===== src/rtl/frame_swap_ctrl_if.sv =====
// Local-bus register window interface for frame_swap_ctrl.
// The master drives accesses; the slave returns combinational read data.
interface frame_swap_ctrl_if;
    logic        ctrl_sel;
    logic [3:0]  local_addr;
    logic        local_wr;
    logic [31:0] local_wr_data;
    logic [31:0] local_rd_data;

    modport master (
        output ctrl_sel,
        output local_addr,
        output local_wr,
        output local_wr_data,
        input  local_rd_data
    );

    modport slave (
        input  ctrl_sel,
        input  local_addr,
        input  local_wr,
        input  local_wr_data,
        output local_rd_data
    );
endinterface


===== src/rtl/frame_swap_ctrl.sv =====
// Double-buffer bank controller: defers software swap requests to the scanner's frame boundary.
// Optional level interrupt enabled by defining FRAME_SWAP_IRQ_EN.
module frame_swap_ctrl #(
    parameter int unsigned MIN_FRAMES = 1,
    parameter int unsigned CNT_W      = 32
) (
    input  logic                axi_clk,
    input  logic                axi_rst,
    frame_swap_ctrl_if.slave    bus,
    input  logic                frame_done,
    output logic                front_bank,
    output logic                back_bank,
    output logic                swap_pending,
    output logic                irq
);

    typedef enum logic [0:0] {StIdle, StPending} state_e;

    state_e             r_state;
    state_e             w_state_next;
    logic               r_front;
    logic               r_auto;
    logic               r_swap_done;
    logic               r_overrun;
    logic [7:0]         r_frames_since;
    logic [CNT_W-1:0]   r_frame_cnt;
    logic [CNT_W-1:0]   r_swap_cnt;
    logic               w_irq_en;

    logic               w_wr;
    logic               w_wr_ctrl;
    logic               w_wr_stat;
    logic               w_swap_req;
    logic               w_eligible;
    logic               w_swap;
    logic               w_overrun_set;
    logic               w_unused_bits;

    assign w_wr          = bus.ctrl_sel && bus.local_wr;
    assign w_wr_ctrl     = w_wr && (bus.local_addr[3:2] == 2'd0);
    assign w_wr_stat     = w_wr && (bus.local_addr[3:2] == 2'd1);
    assign w_swap_req    = w_wr_ctrl && bus.local_wr_data[0];
    assign w_eligible    = frame_done &&
                           (({1'b0, r_frames_since} + 9'd1) >= 9'(MIN_FRAMES));
    assign w_swap        = w_eligible && (r_state == StPending);
    // A request landing on the swap cycle becomes a fresh request, not an overrun.
    assign w_overrun_set = w_swap_req && (r_state == StPending) && !w_swap;
    assign w_unused_bits = ^{bus.local_wr_data[31:4], bus.local_addr[1:0]};

    always_comb begin
        w_state_next = r_state;
        unique case (r_state)
            StIdle: begin
                if (w_swap_req || (frame_done && r_auto)) begin
                    w_state_next = StPending;
                end
            end
            StPending: begin
                // AUTO keeps the FSM armed so every eligible frame swaps.
                if (w_swap && !w_swap_req && !r_auto) begin
                    w_state_next = StIdle;
                end
            end
            default: w_state_next = StIdle;
        endcase
    end

    always_ff @(posedge axi_clk) begin
        if (axi_rst) begin
            r_state <= StIdle;
        end else begin
            r_state <= w_state_next;
        end
    end

    always_ff @(posedge axi_clk) begin
        if (axi_rst) begin
            r_front        <= 1'b0;
            r_auto         <= 1'b0;
            r_swap_done    <= 1'b0;
            r_overrun      <= 1'b0;
            r_frames_since <= 8'd0;
            r_frame_cnt    <= '0;
            r_swap_cnt     <= '0;
        end else begin
            if (w_wr_ctrl) begin
                r_auto <= bus.local_wr_data[1];
            end
            if (w_swap) begin
                r_front        <= ~r_front;
                r_swap_cnt     <= r_swap_cnt + CNT_W'(1);
                r_frames_since <= 8'd0;
            end else if (frame_done && (r_frames_since != 8'hFF)) begin
                r_frames_since <= r_frames_since + 8'd1;
            end
            if (frame_done) begin
                r_frame_cnt <= r_frame_cnt + CNT_W'(1);
            end
            if (w_swap) begin
                r_swap_done <= 1'b1;
            end else if (w_wr_stat && bus.local_wr_data[2]) begin
                r_swap_done <= 1'b0;
            end
            if (w_overrun_set) begin
                r_overrun <= 1'b1;
            end else if (w_wr_stat && bus.local_wr_data[3]) begin
                r_overrun <= 1'b0;
            end
        end
    end

`ifdef FRAME_SWAP_IRQ_EN
    logic r_irq_en;
    logic r_irq;

    always_ff @(posedge axi_clk) begin
        if (axi_rst) begin
            r_irq_en <= 1'b0;
            r_irq    <= 1'b0;
        end else begin
            if (w_wr_ctrl) begin
                r_irq_en <= bus.local_wr_data[2];
            end
            r_irq <= r_irq_en && (r_swap_done || r_overrun);
        end
    end

    assign w_irq_en = r_irq_en;
    assign irq      = r_irq;
`else
    assign w_irq_en = 1'b0;
    assign irq      = 1'b0;
`endif

    always_comb begin
        bus.local_rd_data = 32'd0;
        unique case (bus.local_addr[3:2])
            2'd0: bus.local_rd_data = {29'd0, w_irq_en, r_auto, 1'b0};
            2'd1: bus.local_rd_data = {28'd0, r_overrun, r_swap_done,
                                       (r_state == StPending), r_front};
            2'd2: bus.local_rd_data = 32'(r_frame_cnt);
            2'd3: bus.local_rd_data = 32'(r_swap_cnt);
            default: bus.local_rd_data = 32'd0;
        endcase
    end

    assign front_bank   = r_front;
    assign back_bank    = ~r_front;
    assign swap_pending = (r_state == StPending);

endmodule


===== src/flat_wrapper.sv =====
// flat-port wrapper written by rule: the top's interface ports become plain ports
module frame_swap_ctrl_flat 
#(
    parameter int unsigned MIN_FRAMES = 1,
    parameter int unsigned CNT_W      = 32
)
  (axi_clk, axi_rst, frame_done, front_bank, back_bank, swap_pending, irq, bus_ctrl_sel, bus_local_addr, bus_local_wr, bus_local_wr_data, bus_local_rd_data);
  frame_swap_ctrl_if bus_i ();
  input  logic axi_clk;
  input  logic axi_rst;
  input  logic frame_done;
  output logic front_bank;
  output logic back_bank;
  output logic swap_pending;
  output logic irq;
  input wire logic [$bits(bus_i.ctrl_sel)-1:0] bus_ctrl_sel;
  input wire logic [$bits(bus_i.local_addr)-1:0] bus_local_addr;
  input wire logic [$bits(bus_i.local_wr)-1:0] bus_local_wr;
  input wire logic [$bits(bus_i.local_wr_data)-1:0] bus_local_wr_data;
  output wire logic [$bits(bus_i.local_rd_data)-1:0] bus_local_rd_data;
  assign bus_i.ctrl_sel = bus_ctrl_sel;
  assign bus_i.local_addr = bus_local_addr;
  assign bus_i.local_wr = bus_local_wr;
  assign bus_i.local_wr_data = bus_local_wr_data;
  assign bus_local_rd_data = bus_i.local_rd_data;
  frame_swap_ctrl #(.MIN_FRAMES(MIN_FRAMES), .CNT_W(CNT_W)) u_core (.axi_clk(axi_clk), .axi_rst(axi_rst), .bus(bus_i), .frame_done(frame_done), .front_bank(front_bank), .back_bank(back_bank), .swap_pending(swap_pending), .irq(irq));
endmodule

===== config.mk =====
export PLATFORM = sky130hd
export DESIGN_NAME = frame_swap_ctrl_flat
export DESIGN_NICKNAME = d
export VERILOG_FILES = /design/src/rtl/frame_swap_ctrl_if.sv /design/src/rtl/frame_swap_ctrl.sv /design/src/flat_wrapper.sv
export SDC_FILE = /design/constraint.sdc
export NUM_CORES = 1
export LEC_CHECK = 0
export CORE_ASPECT_RATIO = 1.75
export CORE_MARGIN = 2
export CORE_UTILIZATION = 60
export CTS_BUF_LIST = sky130_fd_sc_hd__clkbuf_8
export CTS_CLUSTER_DIAMETER = 100
export CTS_CLUSTER_SIZE = 12
export DETAILED_ROUTE_END_ITERATION = 8
export HOLD_SLACK_MARGIN = 0.12
export PLACE_DENSITY = 0.91
export SYNTH_ARGS = -nofsm -noshare
export SYNTH_HDL_FRONTEND = slang
export SYNTH_SLANG_ARGS = --single-unit

===== constraint.sdc =====
create_clock -name axi_clk -period 3.86 [get_ports axi_clk]
set_clock_uncertainty 0.15 [all_clocks]
set_input_delay 0.579 -clock axi_clk [delete_from_list [all_inputs] [get_ports axi_clk]]
set_output_delay 0.579 -clock axi_clk [all_outputs]
set_load 0.02 [all_outputs]

* Word-level counts from Yosys, hierarchy flattened *
Index checks and enable logic that the tools add are counted.

cells by class
  $add $sub $neg = 4
  order comparisons = 1
  eq/ne operators = 4
  mux-type cells = 8
  bitwise logic cells = 2
  reduce and logical (&&, ||, !) cells = 22

operators with widths
  operator                                                                number
  32-bit one-hot mux with 4 select lines                                  1
  32-bit by 1-bit adder with 32-bit output (second input constant)        2
  1-bit logical AND                                                       14
  8-bit by 1-bit adder with 9-bit output (second input constant)          1
  9-bit by 1-bit >= comparator with 1-bit output (second input constant)  1
  8-bit by 1-bit adder with 8-bit output (second input constant)          1
  8-bit != test (second input constant)                                   1
  1-bit 2-to-1 mux                                                        6
  2-bit == test (second input constant)                                   2
  2-bit nonzero test                                                      2
  1-bit logical NOT                                                       3
  2-bit by 1-bit == test with 1-bit output (second input constant)        1
  2-bit logical NOT                                                       1
  1-bit NOT                                                               2
  1-bit one-hot mux with 2 select lines                                   1
  2-bit OR reduction                                                      1
  1-bit logical OR                                                        1

word-level totals
  bits in registers = 77
  input bits = 41
  output and inout port bits = 36
  logic and storage cells = 49

* Longest topological paths before layout *
  depth in word-level cells = 8
  mapped depth = 10

* Worst setup path after synthesis *
No wires, ideal clock.

  kind = in2out
  start = input port bus_local_addr[2]
  end = output port bus_local_rd_data[3]
  arrival = 1.877 ns
  data required time = 3.131 ns
  slack = 1.254 ns
  stages = 4
  path buffers = 2
  path through = clkbuf_1 -> buf_1 -> mux2_2 -> a22o_1

between the ends
  longest elaborated chain between the ends = 2
  elaborated cells on any way between the ends = 5
  those cells by class = eq/ne (3); mux (1); reduce/logical (1)

RTL lines
  item                                         line                    RTL
  start, declared                              flat_wrapper.sv:17      input wire logic [$bits(bus_i.local_addr)-1:0] bus_local_addr;
  2-bit == test, or another cell as far along  frame_swap_ctrl.sv:137  unique case (bus.local_addr[3:2])
  32-bit one-hot mux with 4 select lines *     frame_swap_ctrl.sv:137
  end, declared                                flat_wrapper.sv:20      output wire logic [$bits(bus_i.local_rd_data)-1:0] bus_local_rd_data;

Mark *: on every way between the ends. The rest lies on a longest branch, timed or not.

* Worst setup path after layout *
  start = input port bus_local_addr[3]
  end = output port bus_local_rd_data[2]

Same word-level chain as after synthesis.

==> run_results.csv <==
group,metric,value,unit
outcome,status,"finished clean",
final_layout,antenna_cells,0,
detailed_routing,wl_per_cell,18.03,µm
critical_path,path_cells,"clkdlybuf4s50_1 -> nor2b_1 -> a22o_1 -> clkdlybuf4s50_1",
sta,slew_violations,0,
final_layout,fin_cells,657,
sta,max_slew_margin,0.2825,
critical_path,worst_ep_required_time,3.13,ns
critical_path,path_max_fanout,18,
critical_path,startpoint,"bus_local_addr[3]",
detailed_routing,vias,4359,
pwr,power.density,311.3,nW/µm²
synthesis,synth_nets,579,
detailed_routing,drc_errors,0,
die,die_h,119.2,µm
final_layout,final_nets,609,
cts,ctsResizeCount,0,
die,num_rows,42,
detailed_routing,totalWireLength,11850,µm
critical_path,r2r-start,"u_core.r_frames_since[0]$_SDFFE_PP0P_",
placed_design,dp_cells,641,
placed_design,dp_hpwl,8081,µm
cts,clock_sinks,77,
synthesis,synthTopCellsByCount,"dfxtp_1 (77), nor2_1 (38), a21oi_1 (36), nor2b_1 (35), mux2i_1 (31)",
die,die_area,8322,µm²
global_routing,grt_first_pass_wirelength,19430,µm
synthesis,synth_edf_count,0,
detailed_routing,avgViaCountPerCell,6.635,
synthesis,synth.avg_cell_area,8.519,µm²
synthesis,yosysSeqAreaShare,0.3388,
pwr,peakVddDrop,251.2,µV
cts,htreeDepth,3,
global_routing,grt.total_usage,0.2864,
pwr,p_leak,1.688,nW
detailed_routing,dr.first_iter.drc_count,326,
die,ios,77,
synthesis,syn_area,4549,µm²
sta,worst_slack,0.4969,ns
critical_path,critPathCapture,"bus_local_rd_data[2]",
synthesis,synth_cell_types,57,
detailed_routing,ant_nets,0,
global_routing,grt_start_max_net_pins,59,
synthesis,synth_most_common_cell,"dfxtp_1",
sta,finalHoldViolCount,0,
final_layout,fin_util,0.6997,
cts,cts_setup_buffers,0,
sta,rsz0062_at_grt,"no",
final_layout,fill_cells,540,
critical_path,setup.worst_path.start_class,"input pin",
synthesis,synth_ff_type,"dfxtp_1",
critical_path,critPathKind,"input pin to output port",
critical_path,cp.depth,4,
job,maxCapViolations,0,
synthesis,ys_ff_latch,77,
critical_path,r2r_end,"u_core.front_bank$_SDFFE_PP0P_",
worst_hold_path,hp-class,"flip-flop to flip-flop",
critical_path,r2r_setup_slack,0.76,ns
global_routing,antenna_found_initial,0,
final_layout,layout-drive-gt1-share,0.08612,
critical_path,worstPathArrival,2.63,ns
cts,cts_buffers,9,
sta,finalSetupViolCount,0,
synthesis,yosys.area.top_type_share,0.3388,
critical_path,critical_path.top_delay_family,"buffers and inverters",
cts,cts_buffer_depth,2,
sta,finalCriticalPeriod,3.363,ns
critical_path,critPathMaxStageDelay,0.69,ns
synthesis,ys_warn_count,0,
critical_path,endpoint_kind,"output port",
sta,fmax,297.3,MHz
sta,fin_tns_setup,0,ns
cts,clkTransAtPathRegs,0.08,ns
die,core,7462,µm²
placed_design,io_buffers,45,
placed_design,dpl_worst_slack,0.6027,ns
detailed_routing,dr.pass1.iters,5,
synthesis,yosys-top-cells-area,"dfxtp_1 (34%), mux2i_1 (6.8%), nor2b_1 (4.8%)",
global_routing,grt_pass1_vias,4064,
cts,cts_tree,"yes",
synthesis,synth_top_cell_by_area,"dfxtp_1",
die,die_w,69.83,µm
die,initial_core_util,0.6097,
critical_path,rr_worst_depth,7,
critical_path,slowest_stage,"clkdlybuf4s50_1",
critical_path,cpMostUsedCell,"clkdlybuf4s50_1",
cts,worstSkewPairLatency,0.37,ns
synthesis,syn_inst,534,
synthesis,ys_async_sr_fraction,0,
worst_hold_path,hp-start,"u_core.r_swap_cnt[28]$_SDFFE_PP0P_",
critical_path,worst-path-buf-inv,2,
sta,tightestPinTransition,1.066,ns
final_layout,area_growth,14.77,%
placed_design,routabilityCongestion,0.8950,
cts,cts_root_buffer,"clkbuf_8",
cts,hold_buffers,0,
global_routing,grt_overflow,0,
sta,fin_crit_sh,0.8713,
==> how the worst min path moves through the flow <==
stage | end | slack [ns] | cells past startpoint
finish | u_core.r_swap_cnt[28]$_SDFFE_PP0P_ | 0.35 | 2
global placement | u_core.r_swap_cnt[31]$_SDFFE_PP0P_ | 0.32 | 2
detailed placement | u_core.r_swap_cnt[28]$_SDFFE_PP0P_ | 0.33 | 2
global route | u_core.r_swap_cnt[30]$_SDFFE_PP0P_ | 0.39 | 2
floorplan | u_core.r_swap_cnt[31]$_SDFFE_PP0P_ | 0.30 | 2
CTS | u_core.r_swap_cnt[28]$_SDFFE_PP0P_ | 0.35 | 2
==> flip-flops by register name, indices dropped and copies added, names as in the netlist <==
signal / count
u_core.swap_pending: 1
u_core.r_overrun: 1
u_core.r_swap_cnt: 32
u_core.r_auto: 1
u_core.r_frames_since: 8
u_core.r_frame_cnt: 32
u_core.r_swap_done: 1
u_core.front_bank: 1
==> per-layer routing <==
metal / share of wire / global-route usage / up-vias
met5: 0 / 0 / -
li1: - / - / 2047
met4: 0.035 / 0.1406 / 0
met2: 0.51 / 0.4929 / 186
met3: 0.057 / 0.04907 / 41
met1: 0.40 / 0.3394 / 2085
==> layout make-up <==
class / count / area, µm² / area share
multi-input cells: 406 / 2764 / 0.5294
flip-flops and latches: 77 / 1541 / 0.2952
repair buffers: 54 / 520.5 / 0.09969
clock buffers: 11 / 151.4 / 0.02900
inverters: 16 / 60.06 / 0.01150
clock inverters: 5 / 73.82 / 0.01414
well taps: 88 / 110.1 / 0.02109
==> where the power goes <==
group | total [mW] | switching [mW] | internal (mW)
clock | 0.708 | 0.313 | 0.395
combinational | 0.109 | 0.0665 | 0.0424
sequential | 0.809 | 0.00961 | 0.799
total | 1.63 | 0.389 | 1.24
==> cells in the final DEF, fill, tap and decap left out, types with 3 or more instances in the layout <==
cell,Yosys,final
a2111oi_2,3,3
a21oi_1,36,36
a22o_1,3,3
a31o_2,4,4
and2_1,5,5
and3_1,5,5
and4_1,10,10
buf_4,2,8
clkbuf_8,0,11
clkdlybuf4s50_1,0,43
dfxtp_1,77,77
ha_1,4,4
inv_1,16,17
mux2_2,4,4
mux2_4,3,3
mux2i_1,31,31
nand2_1,25,25
nand3_1,28,28
nand4_1,26,26
nor2_1,38,38
nor2b_1,35,35
nor3_1,17,17
nor4_1,11,11
o21ai_0,10,10
o31ai_1,21,21
or3_1,8,8
or4_1,22,22
xnor2_1,15,15
xor2_1,13,13
==> cell families (layout without fill, tap and decap cells) <==
| logic type | Yosys count | in the layout | synth area share |
|---|---|---|---|
| buffers and inverters | 51 | 86 | 0.05363 |
| multiplexers | 40 | 40 | 0.09543 |
| adder cells (fa/ha/maj) | 4 | 4 | 0.01100 |
| XOR/XNOR | 28 | 28 | 0.05391 |
| AO/OA/AOI/OAI | 94 | 94 | 0.1452 |
| other | 1 | 1 | 0.0008243 |
| flip-flops | 77 | 77 | 0.3388 |
| AND/OR/NAND/NOR | 239 | 239 | 0.3012 |
==> tightest hold or removal path, stage by stage, from the launching register on <==
cell and delay, ns:
dfxtp_1 0.33, o31ai_1 0.07, a21oi_1 0.05
==> metrics by stage <==
stage	hold WS, ns	power [mW]	area, µm²
2_1_floorplan	0.3032	0.9049	4549
3_5_place_dp	0.3325	0.9320	4996
5_1_grt	0.3863	1.666	5221
6_report	0.3480	1.626	5221
3_3_place_gp	0.3237	0.9289	4996
4_1_cts	0.3470	1.620	5221
Power figures use the tool's default switching activity.
